## config.mk

```make
export PLATFORM = sky130hd
export DESIGN_NAME = register_readback_flat
export DESIGN_NICKNAME = d
export VERILOG_FILES = /design/src/rtl/register_readback_if.sv /design/src/rtl/register_readback.sv /design/src/flat_wrapper.sv
export SDC_FILE = /design/constraint.sdc
export NUM_CORES = 2
export LEC_CHECK = 0
export CAP_MARGIN = 25
export CORE_ASPECT_RATIO = 0.7
export CORE_UTILIZATION = 48
export DETAILED_ROUTE_END_ITERATION = 16
export PLACE_DENSITY_LB_ADDON = 0.12
export SETUP_SLACK_MARGIN = 0.3
export SYNTH_ARGS = -nofsm -noshare
export SYNTH_HDL_FRONTEND = slang
export SYNTH_SLANG_ARGS = --single-unit
```

## constraint.sdc

```tcl
create_clock -name clk -period 6.1 [get_ports clk]
set_clock_uncertainty 0.2 [all_clocks]
set_input_delay 1.22 -clock clk [delete_from_list [all_inputs] [get_ports clk]]
set_output_delay 1.22 -clock clk [all_outputs]
set_load 0.05 [all_outputs]
```

## src/rtl/register_readback_if.sv

```systemverilog
// Bundle of write, read-request and valid/ready output-channel signals for register_readback.
// The design sits on the slave side; the producer/consumer of those signals is the master.
interface register_readback_if #(
  parameter int DATA_WIDTH = 32,
  parameter int ADDR_WIDTH = 5
);
  logic                  wr_en;
  logic [ADDR_WIDTH-1:0] wr_address;
  logic [DATA_WIDTH-1:0] wr_content;
  logic                  rd_req;
  logic [ADDR_WIDTH-1:0] rd_address;
  logic                  dump_start;
  logic                  out_valid;
  logic                  out_ready;
  logic [ADDR_WIDTH-1:0] out_address;
  logic [DATA_WIDTH-1:0] out_data;
  logic                  busy;

  modport master (
    output wr_en, wr_address, wr_content, rd_req, rd_address, dump_start, out_ready,
    input  out_valid, out_address, out_data, busy
  );

  modport slave (
    input  wr_en, wr_address, wr_content, rd_req, rd_address, dump_start, out_ready,
    output out_valid, out_address, out_data, busy
  );
endinterface

```

## src/rtl/register_readback.sv

```systemverilog
// General-purpose register array with write port and a valid/ready readback channel
// serving single reads and an in-order full-array dump; register 0 reads as zero.
module register_readback #(
  parameter int DATA_WIDTH = 32,
  parameter int ADDR_WIDTH = 5
) (
  input  logic               clk,
  input  logic               rst_n,
  register_readback_if.slave bus
);
  localparam int DEPTH = 2 ** ADDR_WIDTH;
  localparam logic [ADDR_WIDTH-1:0] LAST_ADDR = ADDR_WIDTH'(DEPTH - 1);

  typedef enum logic [1:0] {IDLE, SINGLE, DUMP} state_t;

  state_t                state_q, state_d;
  logic [DATA_WIDTH-1:0] regs_q [DEPTH];
  logic                  out_valid_q, out_valid_d;
  logic [ADDR_WIDTH-1:0] out_address_q, out_address_d;
  logic [DATA_WIDTH-1:0] out_data_q, out_data_d;
  logic [ADDR_WIDTH-1:0] dump_cnt_q, dump_cnt_d;
  logic [ADDR_WIDTH-1:0] next_dump_addr;
  logic [DATA_WIDTH-1:0] single_value;
  logic [DATA_WIDTH-1:0] next_dump_value;

  // Value of a register as seen at a load edge, forwarding a same-cycle write.
  function automatic logic [DATA_WIDTH-1:0] read_value(input logic [ADDR_WIDTH-1:0] a);
    if (a == '0)
      return '0;
    else if (bus.wr_en && bus.wr_address == a)
      return bus.wr_content;
    else
      return regs_q[a];
  endfunction

  assign next_dump_addr  = dump_cnt_q + 1'b1;
  assign single_value    = read_value(bus.rd_address);
  assign next_dump_value = read_value(next_dump_addr);

  always_ff @(posedge clk or negedge rst_n) begin
    if (!rst_n) begin
      for (int i = 0; i < DEPTH; i++) regs_q[i] <= '0;
    end else if (bus.wr_en && bus.wr_address != '0) begin
      regs_q[bus.wr_address] <= bus.wr_content;
    end
  end

  always_ff @(posedge clk or negedge rst_n) begin
    if (!rst_n) begin
      state_q       <= IDLE;
      out_valid_q   <= 1'b0;
      out_address_q <= '0;
      out_data_q    <= '0;
      dump_cnt_q    <= '0;
    end else begin
      state_q       <= state_d;
      out_valid_q   <= out_valid_d;
      out_address_q <= out_address_d;
      out_data_q    <= out_data_d;
      dump_cnt_q    <= dump_cnt_d;
    end
  end

  always_comb begin
    state_d       = state_q;
    out_valid_d   = out_valid_q;
    out_address_d = out_address_q;
    out_data_d    = out_data_q;
    dump_cnt_d    = dump_cnt_q;
    unique case (state_q)
      IDLE: begin
        if (bus.dump_start) begin
          state_d       = DUMP;
          out_valid_d   = 1'b1;
          out_address_d = '0;
          out_data_d    = '0;
          dump_cnt_d    = '0;
        end else if (bus.rd_req) begin
          state_d       = SINGLE;
          out_valid_d   = 1'b1;
          out_address_d = bus.rd_address;
          out_data_d    = single_value;
        end
      end
      SINGLE: begin
        if (out_valid_q && bus.out_ready) begin
          state_d     = IDLE;
          out_valid_d = 1'b0;
        end
      end
      DUMP: begin
        // Next entry is loaded on the same edge that retires the current one.
        if (out_valid_q && bus.out_ready) begin
          if (dump_cnt_q == LAST_ADDR) begin
            state_d     = IDLE;
            out_valid_d = 1'b0;
            dump_cnt_d  = '0;
          end else begin
            dump_cnt_d    = next_dump_addr;
            out_address_d = next_dump_addr;
            out_data_d    = next_dump_value;
          end
        end
      end
      default: begin
        state_d     = IDLE;
        out_valid_d = 1'b0;
      end
    endcase
  end

  assign bus.out_valid   = out_valid_q;
  assign bus.out_address = out_address_q;
  assign bus.out_data    = out_data_q;
  assign bus.busy        = (state_q != IDLE);
endmodule

```

## src/flat_wrapper.sv

```systemverilog
// flat-port wrapper written by rule: the top's interface ports become plain ports
module register_readback_flat 
#(
  parameter int DATA_WIDTH = 32,
  parameter int ADDR_WIDTH = 5
)
  (clk, rst_n, bus_wr_en, bus_wr_address, bus_wr_content, bus_rd_req, bus_rd_address, bus_dump_start, bus_out_ready, bus_out_valid, bus_out_address, bus_out_data, bus_busy);
  register_readback_if #(.DATA_WIDTH(DATA_WIDTH), .ADDR_WIDTH(ADDR_WIDTH)) bus_i ();
  input  logic clk;
  input  logic rst_n;
  input wire logic [$bits(bus_i.wr_en)-1:0] bus_wr_en;
  input wire logic [$bits(bus_i.wr_address)-1:0] bus_wr_address;
  input wire logic [$bits(bus_i.wr_content)-1:0] bus_wr_content;
  input wire logic [$bits(bus_i.rd_req)-1:0] bus_rd_req;
  input wire logic [$bits(bus_i.rd_address)-1:0] bus_rd_address;
  input wire logic [$bits(bus_i.dump_start)-1:0] bus_dump_start;
  input wire logic [$bits(bus_i.out_ready)-1:0] bus_out_ready;
  output wire logic [$bits(bus_i.out_valid)-1:0] bus_out_valid;
  output wire logic [$bits(bus_i.out_address)-1:0] bus_out_address;
  output wire logic [$bits(bus_i.out_data)-1:0] bus_out_data;
  output wire logic [$bits(bus_i.busy)-1:0] bus_busy;
  assign bus_i.wr_en = bus_wr_en;
  assign bus_i.wr_address = bus_wr_address;
  assign bus_i.wr_content = bus_wr_content;
  assign bus_i.rd_req = bus_rd_req;
  assign bus_i.rd_address = bus_rd_address;
  assign bus_i.dump_start = bus_dump_start;
  assign bus_i.out_ready = bus_out_ready;
  assign bus_out_valid = bus_i.out_valid;
  assign bus_out_address = bus_i.out_address;
  assign bus_out_data = bus_i.out_data;
  assign bus_busy = bus_i.busy;
  register_readback #(.DATA_WIDTH(DATA_WIDTH), .ADDR_WIDTH(ADDR_WIDTH)) u_core (.clk(clk), .rst_n(rst_n), .bus(bus_i));
endmodule
```

Yosys cells after proc, flatten, opt, wreduce, memory -nomap -nowiden
Cells that the tools add are included.
{"block": "totals", "ff_bits": 1069, "out_inout_bits": 39, "elab_cells": 109}
{"block": "op_classes", "addsub": 1, "magnitude_cmp": 4, "n_eq_ne": 11, "mux": 39, "bitwise": 3, "reduce_logical": 14}
{"cell": "bitwise mux 1024 bit", "n": 1}
{"cell": "2-to-1 mux 32 bit", "n": 13}
{"cell": "binary-select mux 32 bit (select 5 bit)", "n": 2}
{"cell": "demux 32 bit (select 5 bit)", "n": 1}
{"cell": "one-hot mux 32 bit (2 select lines)", "n": 1}
{"cell": "2-to-1 mux 5 bit", "n": 7}
{"cell": "one-hot mux 5 bit (2 select lines)", "n": 2}
{"cell": "greater-or-equal comparator 6 bit (second input constant)", "n": 3}
{"cell": "NOT 5 -> 6 bit", "n": 3}
{"cell": "== test 5 bit", "n": 2}
{"cell": "logical NOT 5 bit", "n": 2}
{"cell": "2-to-1 mux 2 bit", "n": 5}
{"cell": "AND reduction 4 bit", "n": 2}
{"cell": "< comparator 6 x 1 -> 1 bit (second input constant)", "n": 1}
{"cell": "!= test 2 x 1 -> 1 bit (second input constant)", "n": 3}
{"cell": "one-hot mux 2 bit (3 select lines)", "n": 1}
{"cell": "adder 5 x 1 -> 5 bit (second input constant)", "n": 1}
{"cell": "== test 5 bit (second input constant)", "n": 1}
{"cell": "logical AND 1 bit", "n": 5}
{"cell": "2-to-1 mux 1 bit", "n": 5}
{"cell": "nonzero test 5 bit", "n": 1}
{"cell": "!= test 2 bit (second input constant)", "n": 2}
{"cell": "nonzero test 2 bit", "n": 2}
{"cell": "!= test 3 bit (second input constant)", "n": 1}
{"cell": "other kinds (5)", "n": 5}

Longest topological paths before layout
{"block": "logic_depth", "ltp_word": 10, "ltp_mapped": 11, "depth_no_buf": 9}

Least setup slack after synthesis
OpenSTA, ideal clock, no wires.
{"block": "synth_path", "path_kind": "input to register", "startpoint": "input port bus_rd_address[0]", "endpoint": "register u_core.out_data_q[12] (netlist: u_core.bus.out_data[12])", "arrival_time_ns": 2.914, "required_ns": 5.766, "path_slack_ns": 2.851, "cell_stages": 7, "path_buffers": 3, "cell_sequence": "buf_2 -> buf_2 -> clkbuf_1 -> mux4_2 -> mux4_2 -> o22ai_1 -> o211ai_1"}
{"block": "synth_between", "elab_chain_cells": 9}
{"item": "start, declared", "line": "flat_wrapper.sv:15", "source": "input wire logic [$bits(bus_i.rd_address)-1:0] bus_rd_address;"}
{"item": "NOT 5 -> 6 bit (not written as such)", "line": "register_readback.sv:33", "source": "return regs_q[a];"}
{"item": "binary-select mux 32 bit (select 5 bit)", "line": "register_readback.sv:33"}
{"item": "2-to-1 mux 32 bit (not written as such) (2 in series)", "line": "register_readback.sv:33"}
{"item": "2-to-1 mux 32 bit", "line": "register_readback.sv:30", "source": "else if (bus.wr_en && bus.wr_address == a)"}
{"item": "2-to-1 mux 32 bit *", "line": "register_readback.sv:28", "source": "if (a == '0)"}
{"item": "2-to-1 mux 32 bit *", "line": "register_readback.sv:78", "source": "end else if (bus.rd_req) begin"}
{"item": "2-to-1 mux 32 bit *", "line": "register_readback.sv:72", "source": "if (bus.dump_start) begin"}
{"item": "one-hot mux 32 bit (2 select lines) *", "line": "register_readback.sv:70", "source": "unique case (state_q)"}
{"item": "end signal, assigned", "line": "register_readback.sv:59", "source": "out_data_q <= out_data_d;"}
{"item": "end, declared", "line": "register_readback.sv:20", "source": "logic [DATA_WIDTH-1:0] out_data_q, out_data_d;"}
Every way passes the cells marked *; elsewhere a longest branch is shown, timed or not. The select of a mux whose other input is x is not followed.
A chain may end at the register's enable or synchronous reset.

Final worst setup path
{"block": "layout_path", "startpoint": "register u_core.dump_cnt_q[0]", "endpoint": "register u_core.out_data_q[28] (netlist: u_core.bus.out_data[28])"}
{"block": "layout_between", "elab_chain_cells": 10}
{"item": "start, declared", "line": "register_readback.sv:21", "source": "logic [ADDR_WIDTH-1:0] dump_cnt_q, dump_cnt_d;"}
{"item": "start signal, assigned", "line": "register_readback.sv:60", "source": "dump_cnt_q <= dump_cnt_d;"}
{"item": "adder 5 x 1 -> 5 bit", "line": "register_readback.sv:36", "source": "assign next_dump_addr = dump_cnt_q + 1'b1;"}
{"item": "NOT 5 -> 6 bit (not written as such)", "line": "register_readback.sv:33"}
{"item": "binary-select mux 32 bit (select 5 bit)", "line": "register_readback.sv:33"}
{"item": "2-to-1 mux 32 bit (not written as such) (2 in series)", "line": "register_readback.sv:33"}
{"item": "2-to-1 mux 32 bit", "line": "register_readback.sv:30"}
{"item": "2-to-1 mux 32 bit", "line": "register_readback.sv:28"}
{"item": "2-to-1 mux 32 bit", "line": "register_readback.sv:94", "source": "if (dump_cnt_q == LAST_ADDR) begin"}
{"item": "2-to-1 mux 32 bit", "line": "register_readback.sv:93", "source": "if (out_valid_q && bus.out_ready) begin"}
{"item": "one-hot mux 32 bit (2 select lines)", "line": "register_readback.sv:70"}
Parallel ways exist; a longest one is shown, timed or not. The select of a mux whose other input is x is not followed.

==> flow_metrics.env <==
export IMPL_grt_use_met3_pct=8.640
export IMPL_core_sq_um=117200
export IMPL_slew_violations=0
export IMPL_ios=87
export IMPL_status="finished clean"
export IMPL_async_flop_share_pct=100.0
export IMPL_final_setup_viol_count=0
export IMPL_yosys_register_bits=1069
export IMPL_synth_edff_count=0
export IMPL_cp_slowest_cell="ha_2"
export IMPL_post_cts_buffers=0
export IMPL_dieArea_sq_um=119500
export IMPL_syn_area_per_cell_sq_um=14.91
export IMPL_relSlewSlack_pct=29.51
export IMPL_drtAntennaViolNets=0
export IMPL_synth_flop_cell="dfrtp_1"
export IMPL_grt_pass1_vias=38428
export IMPL_setup_worst_path_class="reg -> reg"
export IMPL_placed_cells=5105
export IMPL_cts_buffers_inserted=108
export IMPL_cts_root_buf="clkbuf_16"
export IMPL_path_buf_inv=1
export IMPL_synth_top_cell_by_area="dfrtp_1"
export IMPL_reg2reg_depth=10
export IMPL_drt_wl_total_mm=183.3
export IMPL_grt_pass1_wl_mm=271.6
export IMPL_cts_sinks=1069
export IMPL_grt_overflow_total=0
export IMPL_internal_power_mw=17.16
export IMPL_fin_crit_sh_pct=71.92
export IMPL_yosys_top_cells_area="dfrtp_1 47%, mux4_2 22%, mux2_2 20%"
export IMPL_fillers=9311
export IMPL_nNetsFinal=3736
export IMPL_final_hold_viol_count=0
export IMPL_post_drt_via_cell_ratio=6.876
export IMPL_startpoint_type="flop"
export IMPL_cts_htree_levels=3
export IMPL_clkTransAtPathRegs_ns=0.06
export IMPL_syn_area_sq_um=56690
export IMPL_cp_end_kind="flop"
export IMPL_cp_slowest_stage_delay_ns=0.90
export IMPL_yosysMostFrequentCell="dfrtp_1"
export IMPL_switching_share_pct=33.43
export IMPL_fmax_ghz=0.2279
export IMPL_cap_violations=0
export IMPL_hold_slack_ns=0.1932
export IMPL_die_y_um=289.5
export IMPL_cp_top_family="simple AND/OR/NAND/NOR gates"
export IMPL_p_leak_nw=26.36
export IMPL_firstDrtPassIters=7
export IMPL_rows=105
export IMPL_cp_cell_sequence="ha_1 -> and3_1 -> ha_2 -> xnor2_1 -> nand4_1 -> nor3_4 -> nand2b_2 -> buf_4 -> nand4b_1 -> o211ai_1"
export IMPL_vias=36651
export IMPL_synth_cells=3802
export IMPL_gr_usage_all_layers_pct=31.21
export IMPL_ctsLongestPathBuffers=3
export IMPL_rsz0062_at_grt="false"
export IMPL_drt_iter0_markers=3686
export IMPL_vdd_drop_max_v=0.0004093
export IMPL_period_minus_slack_ns=4.387
export IMPL_cts_tree="built"
export IMPL_drc=0
export IMPL_whs_path_depth=0
export IMPL_worst_pin_slew_ns=1.057
export IMPL_initial_core_util_pct=48.38
export IMPL_ys_seq_area_share_pct=47.18
export IMPL_dp_hpwl_mm=106.4
export IMPL_io_buffer_count=86
export IMPL_yosys_area_top_type_share_pct=47.18
export IMPL_pwr_density_cell_nw_per_um2=405.0
export IMPL_mappedNetlistNets=3853
export IMPL_cts_resized=0
export IMPL_combPwrFrac_pct=34.8
export IMPL_globalRouteMet2Util_pct=45.71
export IMPL_die_w_um=412.8
export IMPL_yosysWarningCount=0
export IMPL_cp_max_fo=18
export IMPL_antenna_found_initial=11
export IMPL_p_seq_share_pct=37.4
export IMPL_busiest_layer="met2"
export IMPL_grt_max_degree=166
export IMPL_power_switching_mw=8.618
export IMPL_final_cells=5330
export IMPL_tns_ns=0
export IMPL_ctsHoldBuffers=0
export IMPL_synth_common_cells="1069 x dfrtp_1, 993 x mux2_2, 543 x mux4_2"
export IMPL_hp_class="reg -> reg"
export IMPL_synth_cell_type_count=49
export IMPL_cp_depth=10
export IMPL_post_drt_wl_per_cell_um=34.39
export IMPL_area_delta_synth_final_pct=12.28
export IMPL_layout_drive_gt1_share_pct=50.48
export IMPL_worst_endpoint_required_ns=6.48
export IMPL_pwr_share_clk_pct=27.8
export IMPL_place_congestion=0.8527
export IMPL_clk_latency_ns=0.74
export IMPL_met1_usage_pct=45.25
export IMPL_arrival_ns=4.76
state kept, by name, summed over array words and instances, names as in the netlist:
| register | count |
|---|---|
| u_core.regs_q | 1024 |
| u_core.bus.out_data | 32 |
| u_core.bus.out_address | 5 |
| u_core.dump_cnt_q | 5 |
| u_core.state_q | 2 |
| u_core.bus.out_valid | 1 |
cell type report:
class	instances	area, sq um	area share (%)
multi-input cells	2291	28320	44.49
flip-flops and latches	1069	26750	42.03
clock buffers	155	3222	5.061
repair buffers	213	2790	4.383
well taps	1551	1941	3.048
clock inverters	46	611.8	0.9611
inverters	2	8.758	0.01376
diodes	3	7.507	0.01179
final timing paths:
check,from,slack [ns],endpoint
min in group asynchronous,rst_n,0.36,u_core.regs_q[784]
min,u_core.regs_q[1013],0.19,u_core.regs_q[1013]
max in group asynchronous,rst_n,3.90,u_core.regs_q[964]
max,u_core.dump_cnt_q[0],1.71,u_core.bus.out_data[28]
min reg2reg,u_core.regs_q[1013],0.19,u_core.regs_q[1013]
max reg2reg,u_core.dump_cnt_q[0],1.71,u_core.bus.out_data[28]
placed cells by master, fill, tap and decap left out, types with 4 or more instances in the layout:
master	Yosys	final
dfrtp_1	1069	1068
mux2_2	993	993
mux4_2	543	543
nand2_1	226	211
clkbuf_16	0	115
clkdlybuf4s50_1	0	81
mux2i_1	65	65
a32oi_1	63	63
buf_4	10	60
o21ai_0	44	44
nand3_1	40	40
a21oi_1	38	38
buf_12	0	37
nand4_1	36	36
nor2b_1	35	35
o22ai_1	32	32
nand4b_1	32	32
a211oi_1	31	31
o211ai_1	31	31
clkbuf_8	0	30
clkinv_2	0	21
nor2_4	0	17
buf_16	0	17
clkbuf_1	266	15
bufinv_16	0	13
buf_8	0	13
nand2_2	0	12
clkinvlp_4	0	9
xnor2_1	7	7
nor3b_1	7	7
nor2_1	23	6
xor2_1	7	5
nand3b_1	4	4
metrics by stage:
| step | power (mW) | util, % | cell area, sq um | setup WS (ns) |
|---|---|---|---|---|
| 3_5_place_dp | 18.57 | 50.62 | 59320 | 1.558 |
| 5_1_grt | 26.88 | 54.32 | 63660 | 1.602 |
| 6_report | 25.78 | 54.32 | 63660 | 1.713 |
| 3_3_place_gp | 18.23 | 50.32 | 58970 | 1.481 |
| 2_1_floorplan | 15.73 | - | 56690 | 2.851 |
| 4_1_cts | 25.78 | 53.89 | 63160 | 1.847 |
cell families (layout without fill, tap and decap cells):
group,Yosys count,count (layout),share of synthesized area (%)
muxes,1601,1601,42.44
DFF,1069,1069,47.18
buffers and inverters,442,416,3.379
and+or+nand+nor,423,423,3.664
AOI/OAI and AO/OA,249,249,3.021
xor gates and xnor gates,15,15,0.2450
adders and majority gates,3,3,0.06621
other,0,3,0
power groups by stage:
| stage | Sequential, mW | Combinational, mW | Clock (mW) |
|---|---|---|---|
| global placement | 9.55 | 8.67 | 0 |
| global route | 9.79 | 9.48 | 7.61 |
| finish | 9.64 | 8.98 | 7.17 |
| CTS | 9.58 | 8.90 | 7.30 |
| detailed placement | 9.71 | 8.86 | 0 |
| floorplan | 9.49 | 6.23 | 0 |
per-layer routing:
metal	vias up	routed length, um
li1	14442	-
met1	20060	78620
met2	1745	81230
met3	396	17200
met4	8	6211
met5	-	68
Power figures use the tool's default switching activity.
